**src/rtl/timer_ctrl.sv**
```systemverilog
// Countdown-timer controller: MM:SS BCD value plus IDLE/SET/RUN/PAUSE/ALARM sequencing
// and the clock/timer display select for the 7-segment path.
module timer_ctrl #(
    parameter int unsigned TICK_DIV   = 100_000_000,
    parameter int unsigned ALARM_SECS = 5
) (
    input  logic        clk,
    input  logic        rst_n,
    input  logic        btn_mode,
    input  logic        btn_start,
    input  logic        btn_inc_min,
    input  logic        btn_inc_sec,
    output logic        mux,
    output logic [15:0] tmr_digits,
    output logic        alarm,
    output logic [2:0]  state
);

    localparam int unsigned PW = $clog2(TICK_DIV);
    localparam int unsigned AW = $clog2(ALARM_SECS + 1);

    typedef enum logic [2:0] {
        S_IDLE  = 3'd0,
        S_SET   = 3'd1,
        S_RUN   = 3'd2,
        S_PAUSE = 3'd3,
        S_ALARM = 3'd4
    } state_t;

    state_t        cur, nxt;
    logic [PW-1:0] pre_q, pre_d;
    logic [AW-1:0] acnt_q, acnt_d;
    logic [15:0]   dig_d;
    logic [15:0]   dec_val;
    logic          tick;
    logic          any_btn;
    logic          nonzero;

    // One-second BCD decrement with per-digit borrow.
    function automatic logic [15:0] bcd_dec(input logic [15:0] v);
        logic [3:0] mt, mu, st, su;
        {mt, mu, st, su} = v;
        if (su != 4'd0) begin
            su = su - 4'd1;
        end else begin
            su = 4'd9;
            if (st != 4'd0) begin
                st = st - 4'd1;
            end else begin
                st = 4'd5;
                if (mu != 4'd0) begin
                    mu = mu - 4'd1;
                end else begin
                    mu = 4'd9;
                    mt = mt - 4'd1;
                end
            end
        end
        return {mt, mu, st, su};
    endfunction

    // Two-digit BCD increment over 00..59, wrapping to 00.
    function automatic logic [7:0] inc60(input logic [7:0] v);
        if (v == 8'h59)
            return 8'h00;
        else if (v[3:0] == 4'd9)
            return {v[7:4] + 4'd1, 4'd0};
        else
            return {v[7:4], v[3:0] + 4'd1};
    endfunction

    assign tick    = ((cur == S_RUN) || (cur == S_ALARM)) && (pre_q == PW'(TICK_DIV - 1));
    assign any_btn = btn_mode | btn_start | btn_inc_min | btn_inc_sec;
    assign nonzero = (tmr_digits != 16'h0000);
    assign dec_val = bcd_dec(tmr_digits);
    assign state   = cur;

    // Next state, next digits, prescaler and alarm counter.
    always_comb begin
        nxt    = cur;
        dig_d  = tmr_digits;
        pre_d  = '0;
        acnt_d = '0;
        case (cur)
            S_IDLE: begin
                if (btn_start) begin
                    if (nonzero) nxt = S_RUN;
                end else if (btn_mode) begin
                    nxt = S_SET;
                end
            end
            S_SET: begin
                if (btn_start) begin
                    if (nonzero) nxt = S_RUN;
                end else if (btn_mode) begin
                    nxt = S_IDLE;
                end else begin
                    if (btn_inc_sec) dig_d[7:0]  = inc60(tmr_digits[7:0]);
                    if (btn_inc_min) dig_d[15:8] = inc60(tmr_digits[15:8]);
                end
            end
            S_RUN: begin
                if (tick) begin
                    dig_d = dec_val;
                    if (dec_val == 16'h0000) nxt = S_ALARM;
                    else if (btn_start)      nxt = S_PAUSE;
                end else if (btn_start) begin
                    nxt = S_PAUSE;
                end
            end
            S_PAUSE: begin
                if (btn_start) begin
                    nxt = S_RUN;
                end else if (btn_mode) begin
                    nxt   = S_IDLE;
                    dig_d = 16'h0000;
                end
            end
            S_ALARM: begin
                dig_d = 16'h0000;
                if (any_btn)
                    nxt = S_IDLE;
                else if (tick && (acnt_q == AW'(ALARM_SECS - 1)))
                    nxt = S_IDLE;
            end
            default: begin
                nxt   = S_IDLE;
                dig_d = 16'h0000;
            end
        endcase

        // Any state change restarts the second; only RUN/ALARM advance it.
        if ((nxt == cur) && ((cur == S_RUN) || (cur == S_ALARM)))
            pre_d = tick ? '0 : pre_q + PW'(1);

        if ((cur == S_ALARM) && (nxt == S_ALARM))
            acnt_d = tick ? acnt_q + AW'(1) : acnt_q;
    end

    // State, datapath and Moore output registers.
    always_ff @(posedge clk or negedge rst_n) begin
        if (!rst_n) begin
            cur        <= S_IDLE;
            tmr_digits <= 16'h0000;
            pre_q      <= '0;
            acnt_q     <= '0;
            mux        <= 1'b0;
            alarm      <= 1'b0;
        end else begin
            cur        <= nxt;
            tmr_digits <= dig_d;
            pre_q      <= pre_d;
            acnt_q     <= acnt_d;
            mux        <= (nxt != S_IDLE);
            alarm      <= (nxt == S_ALARM);
        end
    end

endmodule

```
**config.mk**
```make
export PLATFORM = sky130hd
export DESIGN_NAME = timer_ctrl
export DESIGN_NICKNAME = d
export VERILOG_FILES = /design/src/rtl/timer_ctrl.sv
export SDC_FILE = /design/constraint.sdc
export NUM_CORES = 1
export LEC_CHECK = 0
export CAP_MARGIN = 20
export CELL_PAD_IN_SITES_DETAIL_PLACEMENT = 0
export CELL_PAD_IN_SITES_GLOBAL_PLACEMENT = 1
export CORE_UTILIZATION = 38
export CTS_CLUSTER_DIAMETER = 150
export DETAILED_ROUTE_END_ITERATION = 10
export HOLD_SLACK_MARGIN = 0.03
export PLACE_DENSITY = 0.7
export RECOVER_POWER = 50
export SYNTH_ARGS = -nofsm -noshare
export SYNTH_HDL_FRONTEND = slang
export SYNTH_SLANG_ARGS = --single-unit
```
**constraint.sdc**
```tcl
create_clock -name clk -period 2.5 [get_ports clk]
set_input_delay 0.5 -clock clk [delete_from_list [all_inputs] [get_ports clk]]
set_output_delay 0.5 -clock clk [all_outputs]
set_load 0.1 [all_outputs]
```
== After elaboration in Yosys (flattened, before gate mapping) ==
Cells that the tools add are included.

* Flip-flop bits (word level): 51
* Bits in latches: 0
* RAM bits: 0
* Bits in read-only memories: 0
* Output and inout bits: 21
* Memories: 0

* Add/sub/neg operators: 10
* $mul: 0
* Div/mod/pow operators: 0
* Order comparisons: 0
* Equality and inequality tests: 22
* Shifts and indexed selects: 0
* Multiplexer cells: 37
* Bitwise operators: 4
* Reductions and logical operators: 16

{| class="wikitable"
|+ Operator list
! cell !! count
|-
| $mux W16 || 5
|-
| $pmux W16 S4 || 1
|-
| $mux W27 || 2
|-
| $mux W8 || 6
|-
| $mux W3 || 13
|-
| $mux W4 || 9
|-
| $add A27 B1 Y27 const B || 1
|-
| $eq A27 B27 Y1 const B || 1
|-
| $add A4 B1 Y4 const B || 4
|-
| $eq A8 B7 Y1 const B || 2
|-
| $logic_not A16 Y1 || 1
|-
| $ne A2 B2 Y1 const B || 8
|-
| $reduce_and A8 Y1 || 2
|-
| $reduce_bool A16 Y1 || 1
|-
| $sub A4 B1 Y4 const B || 4
|-
| $pmux W3 S5 || 1
|-
| $reduce_and A7 Y1 || 2
|-
| $reduce_bool A4 Y1 || 3
|-
| $eq A3 B3 Y1 const B || 3
|-
| $eq A4 B4 Y1 const B || 2
|-
| $eq A3 B2 Y1 const B || 2
|-
| $ne A3 B3 Y1 const B || 2
|-
| $logic_and A1 B1 Y1 || 4
|-
| $add A3 B1 Y3 const B || 1
|-
| other kinds (7) || 9
|}

== Logic depth before layout (Yosys ltp) ==
Gate-level depths: netlist (run 1).

* Depth after elaboration: 11
* Gate-level depth with buffers: 10
* Gate-level depth less buffers: 8

== Worst setup path before layout (run 1) ==
No wires, ideal clock.

* Kind: register to register
* Start point: reg tmr_digits[4]
* End point: reg pre_q[23]
* Library setup time: 73 ps
* Data arrival time: 3068 ps
* Data required time: 2427 ps
* Slack: -641 ps
* Cell stages (with the launch flop): 11
* Buffers on the path: 2
* Clock period less this slack: 3141 ps
* Cells stage by stage: dfrtp_1 -> inv_1 -> ha_1 -> clkbuf_1 -> nor4b_1 -> nand2_1 -> xnor2_1 -> or4_1 -> a211o_1 -> buf_6 -> a21oi_2

* Cells in the longest elaborated chain, start to end: 10
* Elaborated cells on any way between the ends: 19

{| class="wikitable"
|+ RTL lines
! what !! line !! source
|-
| from (decl) || 14 || <nowiki>output logic [15:0] tmr_digits,</nowiki>
|-
| from (signal assigned) || 151 || <nowiki>tmr_digits <= dig_d;</nowiki>
|-
| $sub A4 B1 Y4 or $reduce_bool A4 Y1 (tied branches) || 48, 47 ||
|-
| $mux W4 || 47 || <nowiki>if (st != 4'd0) begin</nowiki>
|-
| $mux W4 || 43 || <nowiki>if (su != 4'd0) begin</nowiki>
|-
| $logic_not A16 Y1 || 105 || <nowiki>if (dec_val == 16'h0000) nxt = S_ALARM;</nowiki>
|-
| $mux W3 || 105 ||
|-
| $mux W3 || 103 || <nowiki>if (tick) begin</nowiki>
|-
| $pmux W3 S5 (*) || 84 || <nowiki>case (cur)</nowiki>
|-
| $eq A3 B3 Y1 (*) || 133 || <nowiki>if ((nxt == cur) && ((cur == S_RUN) || (cur == S_ALARM)))</nowiki>
|-
| $logic_and A1 B1 Y1 (*) || 133 ||
|-
| $mux W27 (*) || 133 ||
|-
| named net pre_d[23] || 31 || <nowiki>logic [PW-1:0] pre_q, pre_d;</nowiki>
|-
| to (signal assigned) || 152 || <nowiki>pre_q <= pre_d;</nowiki>
|-
| to (decl) || 31 ||
|}

Mark *: on every way through the listed nets, which the timed path passes. The rest lies on a longest branch.
A chain may end at the register's enable or synchronous reset.

== Worst setup path in the final report (run 1) ==
* Start point: reg tmr_digits[1]
* End point: reg pre_q[2]

* Cells in the longest elaborated chain, start to end: 9
* Elaborated cells on any way between the ends: 17

{| class="wikitable"
|+ RTL lines
! what !! line
|-
| $sub A4 B1 Y4 or $reduce_bool A4 Y1 (tied branches) || 44, 43
|-
| $mux W4 || 43
|-
| $logic_not A16 Y1 || 105
|-
| $mux W3 || 105
|-
| $mux W3 || 103
|-
| $pmux W3 S5 (*) || 84
|-
| $eq A3 B3 Y1 (*) || 133
|-
| $logic_and A1 B1 Y1 (*) || 133
|-
| $mux W27 (*) || 133
|-
| named net pre_d[2] || 31
|}

Marks and branches as above.

==> flow_metrics.py, run 1 <==
metrics = {
    "pwr": {
        "cellPowerDensity_nw_per_um2": 895.0,
        "max_rail_drop_vdd_mv": 0.3502,
        "p_total_uw": 3630,
        "total_leakage_power_uw": 0.001701,
    },
    "floorplanning": {
        "die_x_um": 95.68,
        "initial_utilization_pct": 39.98,
        "coreArea_um2": 8341,
        "row_count": 33,
        "chipHeight_um": 95.68,
        "design.portCount": 27,
        "die_area_um2": 9154,
    },
    "grt": {
        "grt_usage_pct": 20.66,
        "vias_in_the_first_global_route": 2906,
        "grt_overflow": 0,
        "grt_first_pass_wirelength_um": 14630,
        "largest_net_degree_at_the_start_of_global_routing": 23,
        "grt_antenna_before_repair": 0,
    },
    "finish": {
        "num_antenna_cells": 0,
        "area_growth_pct": 21.65,
        "fin_nets": 470,
        "layout.core_utilization_pct": 48.63,
        "finish.cell_count_without_fillers": 557,
        "final_layout_size_suffix_gt1_share_pct": 21.02,
    },
    "timing": {
        "min_period_over_period_pct": 96.14,
        "max-slew-margin-rel_pct": 17.87,
        "hold_viol_final": 0,
        "report.final.setup_viol": 0,
        "setup_repair_after_global_routing_missed_its_margin": "no",
        "fin_setup_tns_ns": 0,
        "report.final.slew_viol_count": 0,
        "maxClockFrequency_mhz": 416.0,
        "worst_pin_slew_ns": 1.232,
        "final.min_clock_period_ns": 2.404,
        "finClkSkew_ns": 0.01012,
    },
    "synth": {
        "synthCells": 395,
        "asyncSetResetFlopFracSynth_pct": 100.0,
        "netlist_area_um2": 3334,
        "most_instantiated_library_cell_after_synthesis": "sky130_fd_sc_hd__nor2_1",
        "synthTopCellsByArea": "sky130_fd_sc_hd__dfrtp_1 38%, sky130_fd_sc_hd__nor2_1 6.2%, sky130_fd_sc_hd__ha_1 4.9%, sky130_fd_sc_hd__nand3_1 4.1%, sky130_fd_sc_hd__xnor2_1 3.9%",
        "synth_sequential_area_ratio_pct": 38.27,
        "synthesis.nets": 414,
        "synth_area_leader_cell": "sky130_fd_sc_hd__dfrtp_1",
        "synth.distinct_cells": 54,
        "post_synth.cell_area_avg_um2": 8.442,
        "ys.warnings.count": 0,
        "synth_top_area_share_pct": 38.27,
        "synth_common_cells": "55 x sky130_fd_sc_hd__nor2_1, 51 x sky130_fd_sc_hd__dfrtp_1, 29 x sky130_fd_sc_hd__nand2_1",
        "yosys_register_bits": 51,
        "synth_edf_count": 0,
        "postSynth.topFlopCell": "sky130_fd_sc_hd__dfrtp_1",
    },
    "worst_hold_path": {
        "holdCritPathClass": "in2async",
    },
    "clock_network": {
        "cts_inserted_buffers": 5,
        "clk_path_buf_depth": 2,
        "cts.hold.buffers_added": 0,
        "count_of_h_tree_levels_built_during_cts": 2,
        "clock_tree_from_tritoncts": "built",
        "clock_tree.root_cell": "sky130_fd_sc_hd__clkbuf_8",
        "clk_transition_reported_paths_ns": 0.10,
        "clk-insertion-delay-late_ns": 0.31,
        "clock_sink_count": 51,
    },
    "run": {
        "drv.max_cap_violation_count": 0,
    },
    "drt": {
        "route.antenna.remaining_nets": 0,
        "wire_per_inst_um": 15.97,
        "iter_0_drt_violations": 185,
        "vias_per_instance": 5.490,
        "drt_pre_antenna_iters": 4,
        "detail_route.wirelength_um": 8893,
        "via_count": 3058,
        "drc": 0,
    },
    "setup_path": {
        "critical_path_start_end_classification": "reg2reg",
        "critical_path_arrival_ns": 2.64,
        "timing.critical_path.from_type": "register",
        "critical_path_required_ns": 2.74,
        "end_kind": "register",
        "path_max_fanout": 6,
    },
    "status": {
        "status": "finished, final reports clean",
    },
    "place": {
        "dpl.hpwl_um": 6450,
        "instance_count_after_placement_with_tap_cells_included": 547,
        "number_of_buffers_inserted_by_port_buffering": 26,
        "finalWeightedCongestion": 0.8639,
    },
}
[flip-flops by register name, indices dropped and copies added (netlist names)]
name	count
alarm	1
pre_q	27
mux	1
acnt_q	3
tmr_digits	16
state	3
[stage by stage]
step	area (µm²)	hold slack (ns)	worst slack, ns
after floorplan	3417	0.2044	-0.1349
after global placement	3948	0.4661	0.04202
after detailed placement	3948	0.4809	-0.01530
after CTS	4060	0.1690	0.01164
after global routing	4056	0.5243	0.004606
final	4056	0.4178	0.09641
[path summary, 6_finish.rpt]
check	from	to	slack [ns]	cells past startpoint
worst max-delay path	tmr_digits[1]	pre_q[2]	0.1	8
worst min-delay path	rst_n	pre_q[14]	0.42	1
worst max register to register	tmr_digits[1]	pre_q[2]	0.1	8
worst min register to register	pre_q[0]	pre_q[0]	0.49	1
max in group asynchronous	rst_n	tmr_digits[5]	0.65	2
min in group clk	pre_q[0]	pre_q[0]	0.49	1
[metal layers]
layer  vias up  global-route usage (%)  share of wire, %
li1       1526                       -                 -
met1      1460                   31.59                51
met2        66                   30.60                43
met3         6                   2.951               4.8
met4         0                   4.353              0.83
met5         -                       0                 0
[report_power, final]
part | internal (µW) | leakage [µW] | switching, µW
Clock | 303 | 0.0000558 | 294
Combinational | 633 | 0.000965 | 1340
Sequential | 927 | 0.000680 | 138
[critical path: stages, from the launching register on]
cell and delay (ns):
sky130_fd_sc_hd__dfrtp_4 0.50, sky130_fd_sc_hd__inv_4 0.08, sky130_fd_sc_hd__ha_4 0.14, sky130_fd_sc_hd__nor4b_4 0.26, sky130_fd_sc_hd__nand2_2 0.10, sky130_fd_sc_hd__xnor2_1 0.13, sky130_fd_sc_hd__or4_4 0.59, sky130_fd_sc_hd__a211o_2 0.42
sky130_fd_sc_hd__nor2_1 0.11
[logic make-up after synthesis]
kind of cell	Yosys count	synth area share, %
AOI/OAI and AO/OA	92	17.41
xor gates and xnor gates	25	6.567
adders and majority gates	13	4.878
buffers and inverters	33	4.165
DFF	51	38.27
muxes	4	1.276
and+or+nand+nor	177	27.43
[cell usage in the layout, fill, tap and decap left out, drive strengths merged, types with 5 or more instances in the layout]
cell type / synthesis / layout
a21o: 6 / 6
a21oi: 25 / 25
a31oi: 6 / 6
and3: 7 / 7
buf: 3 / 49
clkbuf: 15 / 19
dfrtp: 51 / 51
ha: 13 / 13
inv: 15 / 16
nand2: 29 / 29
nand2b: 5 / 5
nand3: 27 / 27
nand3b: 7 / 7
nand4: 5 / 5
nor2: 55 / 55
nor3: 9 / 9
nor4: 6 / 6
o21ai: 26 / 26
o31ai: 5 / 5
xnor2: 15 / 15
xor2: 10 / 10
[what timing repair did]
| action | in CTS | in global routing |
|---|---|---|
| gates resized for setup | 1 | 5 |
| pin swaps | 0 | 2 |
| setup endpoints to repair | 4 | 12 |
| cloned | 0 | 1 |
| buffers inserted | 0 | 1 |
[final cells by class]
| cell class | count | area [µm²] |
|---|---|---|
| fillers | 829 | 4284 |
| multi-input cells | 312 | 1987 |
| flip-flops and latches | 51 | 1299 |
| repair buffers | 66 | 464.2 |
| well taps | 105 | 131.4 |
| clock buffers | 6 | 72.57 |
| inverters | 15 | 63.81 |
| clock inverters | 2 | 38.79 |
Note: power is estimated with default switching activity, not from simulation.
==> run 2, diff against run 1 <==
--- a/config.mk
+++ b/config.mk
@@ -9,7 +9,7 @@
 export CELL_PAD_IN_SITES_DETAIL_PLACEMENT = 0
 export CELL_PAD_IN_SITES_GLOBAL_PLACEMENT = 1
 export CORE_UTILIZATION = 38
-export CTS_CLUSTER_DIAMETER = 150
+export CTS_CLUSTER_DIAMETER = 50
 export DETAILED_ROUTE_END_ITERATION = 10
 export HOLD_SLACK_MARGIN = 0.03
 export PLACE_DENSITY = 0.7
==> results of run 2 <==
No change in the layout: final DEF, timing and power equal those of run 1.
